File: config.mk
export PLATFORM = sky130hd
export DESIGN_NAME = input_sync_filter
export DESIGN_NICKNAME = d
export VERILOG_FILES = /design/src/rtl/input_sync_filter_pkg.sv /design/src/rtl/tick_prescaler.sv /design/src/rtl/input_sync_filter.sv
export SDC_FILE = /design/constraint.sdc
export NUM_CORES = 1
export LEC_CHECK = 0
export ABC_AREA = 1
export CORE_MARGIN = 1.5
export CORE_UTILIZATION = 53
export DETAILED_ROUTE_END_ITERATION = 10
export PLACE_DENSITY = 0.83
export REMOVE_ABC_BUFFERS = 1
export SLEW_MARGIN = 10
export SYNTH_ARGS = -nofsm -noshare
export SYNTH_HDL_FRONTEND = slang
export SYNTH_SLANG_ARGS = --single-unit
File: constraint.sdc
create_clock -name iClk -period 2.47 [get_ports iClk]
set_clock_uncertainty 0.1 [all_clocks]
set_input_delay 0.3705 -clock iClk [delete_from_list [all_inputs] [get_ports iClk]]
set_output_delay 0.3705 -clock iClk [all_outputs]
set_load 0.05 [all_outputs]
File: src/rtl/input_sync_filter_pkg.sv
// rtl/input_sync_filter_pkg.sv - shared default widths for the input filter and validation-delay stages
package input_sync_filter_pkg;

    // Synchroniser depth; legal range is 2..4.
    localparam int unsigned SYNC_STAGES_DEF   = 2;
    // Width of the prescale value and the tick counter.
    localparam int unsigned PRESCALE_BITS_DEF = 8;
    // Width of the filter count and the mismatch counter.
    localparam int unsigned FILTER_BITS_DEF   = 4;

endpackage

File: src/rtl/tick_prescaler.sv
// rtl/tick_prescaler.sv - programmable sample-tick generator, usable as a clock enable
module tick_prescaler #(
    parameter int unsigned BITS = 8
) (
    input  logic            clk,
    input  logic            rst_n,
    input  logic            en,
    input  logic [BITS-1:0] period,
    output logic            tick
);

    logic [BITS-1:0] cnt;
    logic [BITS-1:0] last;

    // Terminal count is period-1, saturating so that 0 and 1 both tick every clock.
    always_comb begin
        last = '0;
        if (period != '0) begin
            last = period - BITS'(1);
        end
    end

    // Count enabled clocks; >= lets a lowered period wrap on the very next clock.
    always_ff @(posedge clk or negedge rst_n) begin
        if (!rst_n) begin
            cnt  <= '0;
            tick <= 1'b0;
        end else if (en) begin
            if (cnt >= last) begin
                cnt  <= '0;
                tick <= 1'b1;
            end else begin
                cnt  <= cnt + BITS'(1);
                tick <= 1'b0;
            end
        end else begin
            tick <= 1'b0;
        end
    end

endmodule

File: src/rtl/input_sync_filter.sv
// rtl/input_sync_filter.sv - synchroniser, sample prescaler and N-tick glitch filter for board inputs
module input_sync_filter
    import input_sync_filter_pkg::*;
#(
    parameter int unsigned SYNC_STAGES   = SYNC_STAGES_DEF,
    parameter int unsigned PRESCALE_BITS = PRESCALE_BITS_DEF,
    parameter int unsigned FILTER_BITS   = FILTER_BITS_DEF,
    parameter logic        RESET_VALUE   = 1'b0
) (
    input  logic                     iClk,
    input  logic                     iRst_n,
    input  logic                     iEn,
    input  logic                     iRaw,
    input  logic [PRESCALE_BITS-1:0] ivPrescale,
    input  logic [FILTER_BITS-1:0]   ivFilterCnt,
    output logic                     oTick,
    output logic                     oLevel,
    output logic                     oRise,
    output logic                     oFall,
    output logic                     oGlitch
);

    localparam int unsigned MW = FILTER_BITS + 1;

    logic [SYNC_STAGES-1:0] sync_q;
    logic                   s_sync;
    logic                   sample_q;
    logic [FILTER_BITS-1:0] mcnt;
    logic [FILTER_BITS-1:0] neff;
    logic [MW-1:0]          mcnt_inc;
    logic                   eval;

    // Metastability chain for the asynchronous pin.
    always_ff @(posedge iClk or negedge iRst_n) begin
        if (!iRst_n) begin
            sync_q <= {SYNC_STAGES{RESET_VALUE}};
        end else begin
            sync_q <= {sync_q[SYNC_STAGES-2:0], iRaw};
        end
    end

    assign s_sync = sync_q[SYNC_STAGES-1];

    // Capture the synchronised level on the same edge the tick is registered, so the
    // filter judges the value that belongs to that tick.
    always_ff @(posedge iClk or negedge iRst_n) begin
        if (!iRst_n) begin
            sample_q <= RESET_VALUE;
        end else begin
            sample_q <= s_sync;
        end
    end

    tick_prescaler #(
        .BITS(PRESCALE_BITS)
    ) u_prescaler (
        .clk   (iClk),
        .rst_n (iRst_n),
        .en    (iEn),
        .period(ivPrescale),
        .tick  (oTick)
    );

    // Effective threshold (0 counts as 1), widened increment and evaluation strobe.
    always_comb begin
        neff = ivFilterCnt;
        if (ivFilterCnt == '0) begin
            neff = FILTER_BITS'(1);
        end
        mcnt_inc = {1'b0, mcnt} + MW'(1);
        eval     = oTick & iEn;
    end

    // Flip only after neff consecutive mismatching ticks; any matching tick restarts the run.
    always_ff @(posedge iClk or negedge iRst_n) begin
        if (!iRst_n) begin
            oLevel  <= RESET_VALUE;
            mcnt    <= '0;
            oRise   <= 1'b0;
            oFall   <= 1'b0;
            oGlitch <= 1'b0;
        end else begin
            oRise   <= 1'b0;
            oFall   <= 1'b0;
            oGlitch <= 1'b0;
            if (eval) begin
                if (sample_q == oLevel) begin
                    oGlitch <= (mcnt != '0);
                    mcnt    <= '0;
                end else if (mcnt_inc >= {1'b0, neff}) begin
                    oLevel <= sample_q;
                    mcnt   <= '0;
                    oRise  <= sample_q;
                    oFall  <= ~sample_q;
                end else begin
                    mcnt <= mcnt_inc[FILTER_BITS-1:0];
                end
            end
        end
    end

endmodule

Word-level counts from Yosys, hierarchy flattened --
Cells that the tools add are included.
Operators by class: muxes and demuxes 15, magnitude comparators 2, eq/ne operators 1, add/subtract/negate cells 3, bitwise logic cells 3, reduce and logical (&&, ||, !) cells 4
Operators by type and width (number):
- $mux W8 | 2
- $mux W4 | 3
- $mux W1 | 10
- $add A8 B1 Y8 const B | 1
- $ge A8 B8 Y1 | 1
- $reduce_bool A8 Y1 | 1
- $sub A8 B1 Y8 const B | 1
- $add A4 B1 Y5 const B | 1
- $ge A5 B4 Y1 | 1
- $logic_not A4 Y1 | 1
- $reduce_bool A4 Y1 | 1
- $reduce_and A3 Y1 | 1
- $not A1 Y1 | 2
- $and A1 B1 Y1 | 1
- $eq A1 B1 Y1 | 1
Word-level totals: input bits 16, bits in registers 20, word-level logic and storage cells 37, output and inout port bits 5

Longest topological paths before layout --
Gate-level depths: netlist of the first run.
depth in word-level cells 6, depth in mapped cells 18, mapped depth without buffers 18

Modules after synthesis --
Synthesis of the first run repeated with hierarchy kept, for this count alone.
Unflattened totals: cell total of the unflattened synthesis 177, area total of the unflattened synthesis 1416.4 sq um
By module, submodules not included:
- tick_prescaler | times used 1, cells an instance 114, sequential area each 225.2 sq um, area an instance 838.3 sq um
- input_sync_filter | times used 1, cells an instance 63, sequential area each 275.3 sq um, area an instance 578.1 sq um

Least setup slack after synthesis of the first run --
Ideal clock, no wire load.
path kind input-to-reg, start input ivPrescale[0], end register u_prescaler.cnt[2], buffers on the path 0, required time 2.238 ns, library setup time 0.132 ns, path slack 0.169 ns, arrival time 2.069 ns, stages on the path 15, cell sequence inv_1 ha_1 inv_1 nor3_1 nand4_1 inv_1 or2_2 ha_1 nand2_1 nand3_1 nand2_1 nand2_1 nand2_1 a21oi_1 nor2_1
Between the ends: longest elaborated chain between the ends 4, elaborated cells on any way between the ends 5, classes of those cells add/sub: 1; order compare: 1; mux: 2; reduce/logical: 1
Ends and longest elaborated chain:
- start: declaration | line input_sync_filter.sv:14 | input logic [PRESCALE_BITS-1:0] ivPrescale,
- $sub A8 B1 Y8 or $reduce_bool A8 Y1 (tied branches) | line tick_prescaler.sv:19, tick_prescaler.sv:18
- $mux W8 (*) | line tick_prescaler.sv:18 | if (period != '0) begin
- $ge A8 B8 Y1 (*) | line tick_prescaler.sv:29 | if (cnt >= last) begin
- $mux W8 (*) | line tick_prescaler.sv:29
- end signal: assignment | line tick_prescaler.sv:33 | cnt <= cnt + BITS'(1);
- end: declaration | line tick_prescaler.sv:12 | logic [BITS-1:0] cnt;
Every way passes the cells marked *; elsewhere a longest branch is shown, timed or not. A chain may end at the register's enable or synchronous reset.

Final worst setup path of the first run --
start input ivPrescale[3], end register u_prescaler.cnt[2]
The elaborated chain is that of the path after synthesis.

==> summary.md, run 1 <==
| Metric | Value |
|---|---|
| Status | `finished clean` |
| Buffers on Ports | `20` |
| Sw frac | `a little over two fifths` |
| DR WL/cell | `~12 um` |
| Crit-path max cell delay | `between 500 and 600 ps` |
| Pleak | `between 0.0009 and 0.001 uW` |
| Synth warnings | `0` |
| Commonest non-fill, non-tap cell in the layout | `nand2_1` |
| M1 wire length | `1.233 mm` |
| Nets | `approximately 250` |
| Max Root-Sink Buffers | `2` |
| Die X | `53.85 um` |
| Worst-path clk slew | `~90 ps` |
| Gr usage total | `about 22%` |
| Peak VDD IR | `between 0.6 and 0.7 mV` |
| DRC | `0` |
| Top Layer Used | `met4` |
| Most frequent cells in the layout | `nand2_1, inv_1, dfrtp_1` |
| Crit path max-delay family | `buffers and inverters` |
| Crit share post-route | `between 90 and 100%` |
| Share of cells above drive strength 1 | `13.68%` |
| Num rows | `18` |
| Largest net degree at the start of global routing | `21` |
| Worst skew pair latency | `310 ps` |
| Clock buffer count from CTS | `3` |
| CP bufs+invs | `4` |
| Root Driver | `clkbuf_4` |
| Yosys cell types | `22` |
| Total length of routed met2 wires | `1.478 mm` |
| Post-Syn Instances | `180` |
| Worst Tran Pin Value | `between 500 and 600 ps` |
| Sequential power share | `36.1%` |
| Mapped Avg Cell Area | `7.611 um^2` |
| Total grt overflow | `0` |
| Cell repeated most along the worst path | `nand2_1` |
| H-tree depth | `1` |
| CP max stage cell | `clkdlybuf4s50_1` |
| F_max | `roughly 440 MHz` |
| Metal3 WL | `~110 um` |
| Vias in the first global route | `1,148` |
| Yosys reg bits | `20` |
| Height of the chip | `about 54 um` |
| Post-synthesis sequential area ratio | `between 30% and 40%` |
| Initial core utilization | `55.81%` |
| Drt pass-1 iters | `4` |
| DR vias/cell | `a little over 5` |
| Combinational Power Share | `between 50% and 60%` |
| Worst-path fanout max | `6` |
| Data required, critical path | `around 2600 ps` |
| Setup CP Type | `input pin to register` |
| Die area | `0.002899 mm^2` |
| Detailed-route via count | `1,247` |
| CP arrival | `2380 ps` |
| Int Pwr | `828.8 uW` |
| Fin. max-slew vios | `0` |
| Core Box Area | `0.002455 mm^2` |
| RD Place Congestion | `~0.75` |
| CTS Sinks | `20` |
| RSZ-0062 raised after global routing | `false` |
| Max-Cap Viols | `0` |
| Routed Antenna Nets | `0` |
| CP cell instances | `clkdlybuf4s50_1, inv_1, nand4_1, inv_1, nand2_1, xor2_1, nand2_1, ha_1, nand2_1, nor2_2, nand2_2, a21oi_2, buf_4, nor2_1` |
| Synthesized area | `roughly 0.0014 mm^2` |
| Final Hold Viols | `0` |
| Min Hold Slack | `268.2 ps` |
| Minimum clock period | `2291 ps` |
| Area added between synthesis and finish | `27.76%` |
| Worst Reg-to-Reg Cells | `10` |
| Critical Path Start Type | `input pin` |
| HPWL after DPL | `roughly 2.4 mm` |
| Initial DRC count | `19` |
| Psw | `~640 uW` |
| Power per Cell Area | `841.9 mW/mm^2` |
| Final setup fails | `0` |
| Fillers | `around 190` |
| R2r endpoint | `oLevel$_DFFE_PN0P_` |
| CTS tree | `yes` |
| Initial antenna violation count | `0` |
| IO Pins | `21` |
| Antenna cells | `0` |
| Number of cells on the critical path | `14` |
| RR Startpoint | `mcnt[0]$_DFFE_PN0P_` |
| Detailed-route wire length | `2.854 mm` |
| Final core utilization | `approximately 70%` |
| Slew Limit Headroom | `between 60 and 70%` |
| R2r setup slk | `390 ps` |
| Worst Setup EP | `u_prescaler.cnt[2]$_DFFE_PN0P_` |
| Worst hold path class | `register to register` |
| Crit path from | `ivPrescale[3]` |
| Endpoint class of the critical path | `register` |
| First-pass GRT wire length | `around 4.7 mm` |
| Clock group share of total power | `~13%` |
[logic make-up after synthesis]
family,Yosys count,synth area share (%)
compound gates,18,7.579
xor+xnor,7,4.475
fa+ha+maj,16,14.61
buf+inv,34,9.315
flops,20,36.53
simple gates,85,27.49
[through the flow]
| step | instances | setup slack, ps | TNS [ps] | cell area [um^2] | total power [uW] |
|---|---|---|---|---|---|
| 4_1_cts | 241 | 20.87 | 0 | 1718 | 1476 |
| 6_report | 242 | 178.9 | 0 | 1750 | 1474 |
| 2_1_floorplan | 180 | 168.7 | 0 | 1370 | 1051 |
| 3_3_place_gp | 237 | -337.9 | -2718 | 1660 | 1212 |
| 3_5_place_dp | 237 | -415.2 | -3412 | 1660 | 1275 |
| 5_1_grt | 242 | 34.87 | 0 | 1750 | 1619 |
[layer usage]
metal  vias to the layer above  track usage, %
li1                        637               -
met1                       583           26.65
met2                        23           41.26
met3                         4           4.167
met4                         0           5.128
met5                         -               0
[state kept, by name, indices dropped and copies added, names as in the netlist]
register,count
u_prescaler.cnt,8
mcnt,4
sync_q,2
oFall,1
oGlitch,1
oLevel,1
oRise,1
sample_q,1
u_prescaler.tick,1
[worst min-delay path by stage]
stage	from	endpoint	slack, ps	cells past startpoint
CTS	sync_q[1]$_DFF_PN0_	sample_q$_DFF_PN0_	270	0
finish	sync_q[1]$_DFF_PN0_	sample_q$_DFF_PN0_	270	0
global route	sync_q[1]$_DFF_PN0_	sample_q$_DFF_PN0_	270	0
detailed placement	sync_q[0]$_DFF_PN0_	sync_q[1]$_DFF_PN0_	240	0
global placement	sync_q[1]$_DFF_PN0_	sample_q$_DFF_PN0_	230	0
floorplan	iRst_n	mcnt[0]$_DFFE_PN0P_	-30	0
[area by class of cell]
| type | count | area [um^2] | share of cell area (%) |
|---|---|---|---|
| multi-input cells | 126 | 784.5 | 44.82 |
| well taps | 30 | 37.54 | 2.144 |
| flip-flops and latches | 20 | 500.5 | 28.59 |
| inverters | 34 | 127.6 | 7.291 |
| repair buffers | 28 | 264.0 | 15.08 |
| clock buffers | 4 | 36.28 | 2.073 |
[synth_stat cells (all sizes together)]
library cell,number,area share (%)
a31oi,2,0.91
or2,3,1.4
nor3,1,0.36
xor2,5,3.2
o22ai,4,1.8
nand3,9,3.3
nand4,6,3.7
a21o,1,0.55
a21oi,5,1.8
o21ai,5,1.8
dfrtp,20,37
a31o,1,0.64
nor2,22,6.6
xnor2,2,1.3
inv,34,9.3
ha,16,15
nand2,44,12
[power groups by stage]
stage	logic [uW]	clock network (uW)	registers [uW]
2_1_floorplan	502	0	549
3_3_place_gp	684	0	527
3_5_place_dp	740	0	535
4_1_cts	753	191	532
5_1_grt	867	207	545
6_report	756	185	532
[what timing repair did]
item / 4_1_cts / 5_1_grt
gates cloned: 0 / 0
resized for setup: 7 / 8
buffers inserted: 0 / 1
hold buffers: 0 / 0
endpoints found under the setup margin: 9 / 9
endpoints found under the hold margin: 0 / 0
pin swaps: 2 / 2
(Power assumes the default switching activity.)
==> run 2: changes to the inputs <==
--- a/config.mk
+++ b/config.mk
@@ -9,6 +9,7 @@
 export CORE_MARGIN = 1.5
 export CORE_UTILIZATION = 53
 export DETAILED_ROUTE_END_ITERATION = 10
+export GPL_ROUTABILITY_DRIVEN = 0
 export PLACE_DENSITY = 0.83
 export REMOVE_ABC_BUFFERS = 1
 export SLEW_MARGIN = 10
==> results of run 2 <==
Final layout, timing and power as in run 1 (identical DEF).
